`src/rtl/xup_toggle_detect_vector_pkg.sv`:
```
// rtl/xup_toggle_detect_vector_pkg.sv - shared types for the toggle-detect vector block
package xup_toggle_detect_vector_pkg;

  typedef enum logic {
    ST_PRIME = 1'b0,
    ST_RUN   = 1'b1
  } state_e;

endpackage

```
`src/rtl/xup_sync_vector.sv`:
```
// rtl/xup_sync_vector.sv - 2-flop synchronizer for a vector, async active-low clear
module xup_sync_vector #(
  parameter int unsigned SIZE = 4
) (
  input  logic            clk,
  input  logic            reset_n,
  input  logic [SIZE-1:0] d,
  output logic [SIZE-1:0] s
);

  logic [SIZE-1:0] meta_d, meta_q;
  logic [SIZE-1:0] sync_d, sync_q;

  always_comb begin
    meta_d = d;
    sync_d = meta_q;
  end

  always_ff @(posedge clk or negedge reset_n) begin
    if (!reset_n) begin
      meta_q <= '0;
      sync_q <= '0;
    end else begin
      meta_q <= meta_d;
      sync_q <= sync_d;
    end
  end

  assign s = sync_q;

endmodule

```
`src/rtl/xup_toggle_detect_vector.sv`:
```
// rtl/xup_toggle_detect_vector.sv - recovers per-bit toggles of a TFF-driven vector
module xup_toggle_detect_vector
  import xup_toggle_detect_vector_pkg::*;
#(
  parameter int unsigned SIZE  = 4,
  parameter int unsigned SYNC  = 1,
  parameter int unsigned CNT_W = 8,
  parameter int unsigned DELAY = 3
) (
  input  logic             clk,
  input  logic             reset_n,
  input  logic [SIZE-1:0]  d,
  input  logic             en,
  input  logic             ack,
  output logic [SIZE-1:0]  t,
  output logic [SIZE-1:0]  q,
  output logic [SIZE-1:0]  pending,
  output logic             valid,
  output logic             ovf,
  output logic [CNT_W-1:0] evt_cnt
);

  localparam logic [CNT_W-1:0] CNT_MAX = '1;

  // Registered outputs update with zero delay here; DELAY only matters to sim-only models.
  logic unused_delay;
  assign unused_delay = (DELAY != 0);

  logic [SIZE-1:0] s;

  generate
    if (SYNC != 0) begin : g_sync
      xup_sync_vector #(.SIZE(SIZE)) u_sync (
        .clk     (clk),
        .reset_n (reset_n),
        .d       (d),
        .s       (s)
      );
    end else begin : g_nosync
      assign s = d;
    end
  endgenerate

  state_e           state_d, state_q;
  logic [SIZE-1:0]  t_d, t_q;
  logic [SIZE-1:0]  q_d, q_q;
  logic [SIZE-1:0]  pending_d, pending_q;
  logic             ovf_d, ovf_q;
  logic [CNT_W-1:0] evt_cnt_d, evt_cnt_q;
  logic [SIZE-1:0]  tn;
  logic             sample_run;
  logic [CNT_W-1:0] evt_base;

  always_comb begin
    state_d    = state_q;
    t_d        = t_q;
    q_d        = q_q;
    tn         = s ^ q_q;
    sample_run = en && (state_q == ST_RUN);

    case (state_q)
      ST_PRIME: begin
        // First sample only seeds q so reset-to-live transitions are not reported.
        if (en) begin
          q_d     = s;
          state_d = ST_RUN;
        end
      end
      ST_RUN: begin
        if (en) begin
          t_d = tn;
          q_d = s;
        end
      end
      default: state_d = ST_PRIME;
    endcase

    pending_d = (ack ? '0 : pending_q) | (sample_run ? tn : '0);
    ovf_d     = ack ? 1'b0 : (ovf_q | (sample_run && |(tn & pending_q)));

    evt_base = ack ? '0 : evt_cnt_q;
    if (sample_run && (tn != '0) && (evt_base != CNT_MAX)) begin
      evt_cnt_d = evt_base + CNT_W'(1);
    end else begin
      evt_cnt_d = evt_base;
    end
  end

  always_ff @(posedge clk or negedge reset_n) begin
    if (!reset_n) begin
      state_q   <= ST_PRIME;
      t_q       <= '0;
      q_q       <= '0;
      pending_q <= '0;
      ovf_q     <= 1'b0;
      evt_cnt_q <= '0;
    end else begin
      state_q   <= state_d;
      t_q       <= t_d;
      q_q       <= q_d;
      pending_q <= pending_d;
      ovf_q     <= ovf_d;
      evt_cnt_q <= evt_cnt_d;
    end
  end

  assign t       = t_q;
  assign q       = q_q;
  assign pending = pending_q;
  assign valid   = |pending_q;
  assign ovf     = ovf_q;
  assign evt_cnt = evt_cnt_q;

endmodule

```
`config.mk`:
```
export PLATFORM = sky130hd
export DESIGN_NAME = xup_toggle_detect_vector
export DESIGN_NICKNAME = d
export VERILOG_FILES = /design/src/rtl/xup_toggle_detect_vector_pkg.sv /design/src/rtl/xup_sync_vector.sv /design/src/rtl/xup_toggle_detect_vector.sv
export SDC_FILE = /design/constraint.sdc
export NUM_CORES = 1
export LEC_CHECK = 0
export ABC_AREA = 1
export CORE_MARGIN = 3
export CORE_UTILIZATION = 45
export CTS_CLUSTER_DIAMETER = 30
export DETAILED_ROUTE_END_ITERATION = 7
export PLACE_DENSITY = 0.79
export SLEW_MARGIN = 20
export SYNTH_ARGS = -nofsm -noshare
export SYNTH_HDL_FRONTEND = slang
export SYNTH_HIERARCHICAL = 1
export SYNTH_SLANG_ARGS = --single-unit
```
`constraint.sdc`:
```
create_clock -name clk -period 1.3 [get_ports clk]
set_input_delay 0.26 -clock clk [delete_from_list [all_inputs] [get_ports clk]]
set_output_delay 0.26 -clock clk [all_outputs]
set_load 0.01 [all_outputs]
```
==> run summary, run 1 <==
• **run status** complete, but fails checks
• **violations in the final reports** negative setup slack
• **internal portion of total power** 0.00186 W
• **number of H-tree levels** 2
• **horizontal extent of the die** 62.1 um
• **clock-pin slew reported for the worst setup and hold paths after clock tree synthesis** 0.10 ns
• **post-detailed-route count of antenna-violating nets** 0
• **count of warnings emitted by yosys** 6
• **vias in the first global route** 1286
• **final global-route overflow total** 0
• **DR DRC count** 0
• **row count** 19
• **1st-iter DRT viols** 71
• **Wirelength per Cell** 12.9 um
• **share of the cycle needed by the critical path after routing** 103%
• **most frequent cell after synthesis** sky130_fd_sc_hd__nand2_1
• **total number of vias** 1353
• **Post-Synthesis Mean Instance Area** 8.37 um2
• **class of the worst hold path** input port to async pin
• **Critical Setup Path Class** flip-flop to flip-flop
• **part of the total power dissipated in the clock network** 40.0%
• **fraction of the yosys area taken by sequential cells** 53.1%
• **Clock Root Buffer** sky130_fd_sc_hd__clkbuf_4
• **arrival time at the worst endpoint** 1.57 ns
• **part of the total power dissipated in combinational logic** 17.5%
• **most numerous cell types in the synthesized netlist** sky130_fd_sc_hd__nand2_1 (60), sky130_fd_sc_hd__dfrtp_1 (30), sky130_fd_sc_hd__inv_1 (24), sky130_fd_sc_hd__nand3_1 (20), sky130_fd_sc_hd__o21ai_0 (11)
• **latest clock arrival within the worst-skew pair** 0.34 ns
• **worst clock skew** 0.0144 ns
• **GRT Resource Usage Total** 21.7%
• **smallest hold slack** 0.263 ns
• **Max-Slew Margin vs Limit** 84.1%
• **async set or reset register ratio after synthesis** 100%
• **Final Hold Viols** 0
• **kind of end point of the critical path** flip-flop
• **NetSw** 0.000594 W
• **setup repair after global routing missed its margin** true
• **Crit Path Max Fanout** 8
• **list of cells traversed by the critical path** buf_4 > inv_1 > nor2_2 > nand2_2 > nor2_4 > nand2_4 > nand3_4 > nand2_2 > nand2_1
• **synthesized instance count** 169
• **number of detailed-routing iterations run before antenna repair** 4
• **max frequency** 0.745 GHz
• **most used flip-flop cell after synthesis** sky130_fd_sc_hd__dfrtp_1
• **global placer's final weighted congestion** 0.810
• **CP peak stage delay** 0.39 ns
• **initial antenna violation count** 0
• **Final setup viols** 9
• **peak supply drop** 996 uV
• **I/O pin count** 30
• **worst slew pin tran** 0.238 ns
• **TritonCTS Sinks** 30
• **first-pass GRT wire length** 5.82 mm
• **via count normalized by instance count** 4.92
• **total half-perimeter wirelength after legalization and detailed placement** 2.41 mm
• **count of input and output buffers** 29
• **Post-Place Cell Area** 1900 um2
• **cell with the largest stage delay on the worst path** sky130_fd_sc_hd__dfrtp_1
• **number of nets in the finished design** 241
• **max_cap viols** 0
• **Initial Util** 49.2%
• **area overhead of the layout relative to synthesis** 49.0%
• **total standard cell area after synthesis** 1410 um2
• **leading area contributor after synthesis** sky130_fd_sc_hd__dfrtp_1
• **post-synthesis register bit count** 30
• **power after layout** 0.00245 W
• **Total Die Area** 3850 um2
• **count of cells along the worst register-to-register path** 9
• **static power due to leakage** 1.15 nW
• **antenna diode count** 0
• **cell repeated most along the worst path** sky130_fd_sc_hd__nand2_2
• **Area contributors post-synth** sky130_fd_sc_hd__dfrtp_1 (53%), sky130_fd_sc_hd__nand2_1 (16%), sky130_fd_sc_hd__nand3_1 (7.1%), sky130_fd_sc_hd__inv_1 (6.4%), sky130_fd_sc_hd__o21ai_0 (3.9%)
• **Critical Path Start Type** flip-flop
• **critical path data required time** 1.52 ns
• **setup slack of the critical path after layout** -0.0423 ns
• **final wirelength** 3.56 mm
• **share of the synthesized area in the top cell type** 53.1%
• **area of all placed cells without fillers** 2110 um2
• **Max Slew Vio Count** 0
• **sequential share of power** 42.4%
• **post-synth net total** 178
• **EDFF count, synth** 0
• **post-synth cell types** 21
• **Sw Ratio** 24.2%
• **maximum number of pins on one net before global-route repair** 31
• **height of the chip** 62.1 um
• **CTS tree** yes
• **core area** 2880 um2
• **final sum of negative setup slack** -0.207 ns
• **clock buffer count from CTS** 5
• **total power per unit cell area** 1160 nW/um2
• **minimum period implied by the final worst setup slack** 1.34 ns
• **proportion of layout cells with a drive suffix above 1** 28.3%
• **buffer levels on the longest clock path** 2
## final timing paths
check	from	end	slack (ns)
worst max-delay path	evt_cnt[4]$_DFF_PN0_	evt_cnt[5]$_DFF_PN0_	-0.04
worst min-delay path	reset_n	q[1]$_DFFE_PN0P_	0.26
worst max register to register	evt_cnt[4]$_DFF_PN0_	evt_cnt[5]$_DFF_PN0_	-0.04
worst min register to register	g_sync.u_sync/meta_q[3]$_DFF_PN0_	g_sync.u_sync/s[3]$_DFF_PN0_	0.36
max in group asynchronous	reset_n	t[2]$_DFFE_PN0P_	0.86
min in group clk	d[1]	g_sync.u_sync/meta_q[1]$_DFF_PN0_	0.35
## metrics by stage
stage / utilization, % / cells / setup slack [ns]
2_1_floorplan: - / 169 / 0.0391
3_3_place_gp: 66.1 / 257 / -0.445
3_5_place_dp: 66.1 / 257 / -0.523
4_1_cts: 70.7 / 271 / -0.0143
5_1_grt: 73.2 / 275 / -0.107
6_report: 73.2 / 275 / -0.0423
## power by group through the flow
| stage | clock [W] | combinational (W) | sequential (W) |
|---|---|---|---|
| after CTS | 0.000999 | 0.000382 | 0.00104 |
| after global placement | 0 | 0.000400 | 0.00106 |
| after global routing | 0.00105 | 0.000473 | 0.00105 |
| after floorplan | 0 | 0.000131 | 0.00108 |
| final | 0.000983 | 0.000430 | 0.00104 |
| after detailed placement | 0 | 0.000412 | 0.00106 |
## registers in the layout (all words and copies together), names as in the netlist
signal / flops
evt_cnt: 8
g_sync.u_sync/meta_q: 4
g_sync.u_sync/s: 4
pending: 4
q: 4
t: 4
ovf: 1
state_q: 1
## repair_timing
item | in CTS | in global routing
setup endpoints to repair | 30 | 21
setup buffers | 6 | 4
gates resized for setup | 53 | 19
pin swaps | 5 | 1
hold buffers | 0 | 0
## cells by family (layout without fill, tap and decap cells)
kind of cell             after synthesis  count (layout)  share of synthesized area, %
XOR/XNOR                               2               2                          1.24
AND/OR/NAND/NOR                       97              97                          33.1
flip-flops                            30              30                          53.1
buffers and inverters                 27              91                          7.43
adder cells (fa/ha/maj)                1               1                         0.885
AO/OA/AOI/OAI                         12              12                          4.25
## cell type report
| cell class | instances | area, um2 |
|---|---|---|
| Clock buffer | 6 | 51.3 |
| Clock inverter | 2 | 60.1 |
| Fill cell | 213 | 769 |
| Inverter | 26 | 103 |
| Multi-Input combinational cell | 112 | 593 |
| Sequential cell | 30 | 751 |
| Tap cell | 42 | 52.6 |
| Timing Repair Buffer | 57 | 497 |
## cells in the final DEF (no fill, tap or decap), drive strengths merged
cell type and n:
nand2 63, clkdlybuf4s50 6, nor2 7, dfrtp 30
clkdlybuf4s15 10, dlygate4sd2 6, buf 34, or2 1
xor2 2, ha 1, bufinv 2, inv 26
nand4 2, nand3 23, a21oi 1, clkbuf 7
nor3 1, o21ai 11
## per-layer routing
layer | wire (um) | track usage [%]
met5 | 0 | 0
met1 | 1450 | 25.7
met2 | 1780 | 34.9
met3 | 236 | 8.68
met4 | 103 | 9.09
## worst max-delay path, delay by kind of cell (launching register included)
family                 cells  cell delay [ns]
and+or+nand+nor            7             0.63
DFF                        1             0.39
buffers and inverters      2             0.22
Note: power is estimated with default switching activity, not from simulation.
==> run 2: changes to the inputs <==
--- a/config.mk
+++ b/config.mk
@@ -6,12 +6,12 @@
 export NUM_CORES = 1
 export LEC_CHECK = 0
 export ABC_AREA = 1
+export ABC_CLOCK_PERIOD_IN_PS = 1300
 export CORE_MARGIN = 3
 export CORE_UTILIZATION = 45
 export CTS_CLUSTER_DIAMETER = 30
 export DETAILED_ROUTE_END_ITERATION = 7
 export PLACE_DENSITY = 0.79
-export SLEW_MARGIN = 20
 export SYNTH_ARGS = -nofsm -noshare
 export SYNTH_HDL_FRONTEND = slang
 export SYNTH_HIERARCHICAL = 1
==> results of run 2 <==
Same layout as run 1: the final DEF is identical, and so are final timing and power.
==> run 3: changes to the inputs <==
--- a/config.mk
+++ b/config.mk
@@ -10,6 +10,7 @@
 export CORE_MARGIN = 3
 export CORE_UTILIZATION = 45
 export CTS_CLUSTER_DIAMETER = 30
+export CTS_CLUSTER_SIZE = 12
 export DETAILED_ROUTE_END_ITERATION = 7
 export PLACE_DENSITY = 0.79
 export SYNTH_ARGS = -nofsm -noshare
==> results of run 3 <==
Same layout as run 1: the final DEF is identical, and so are final timing and power.
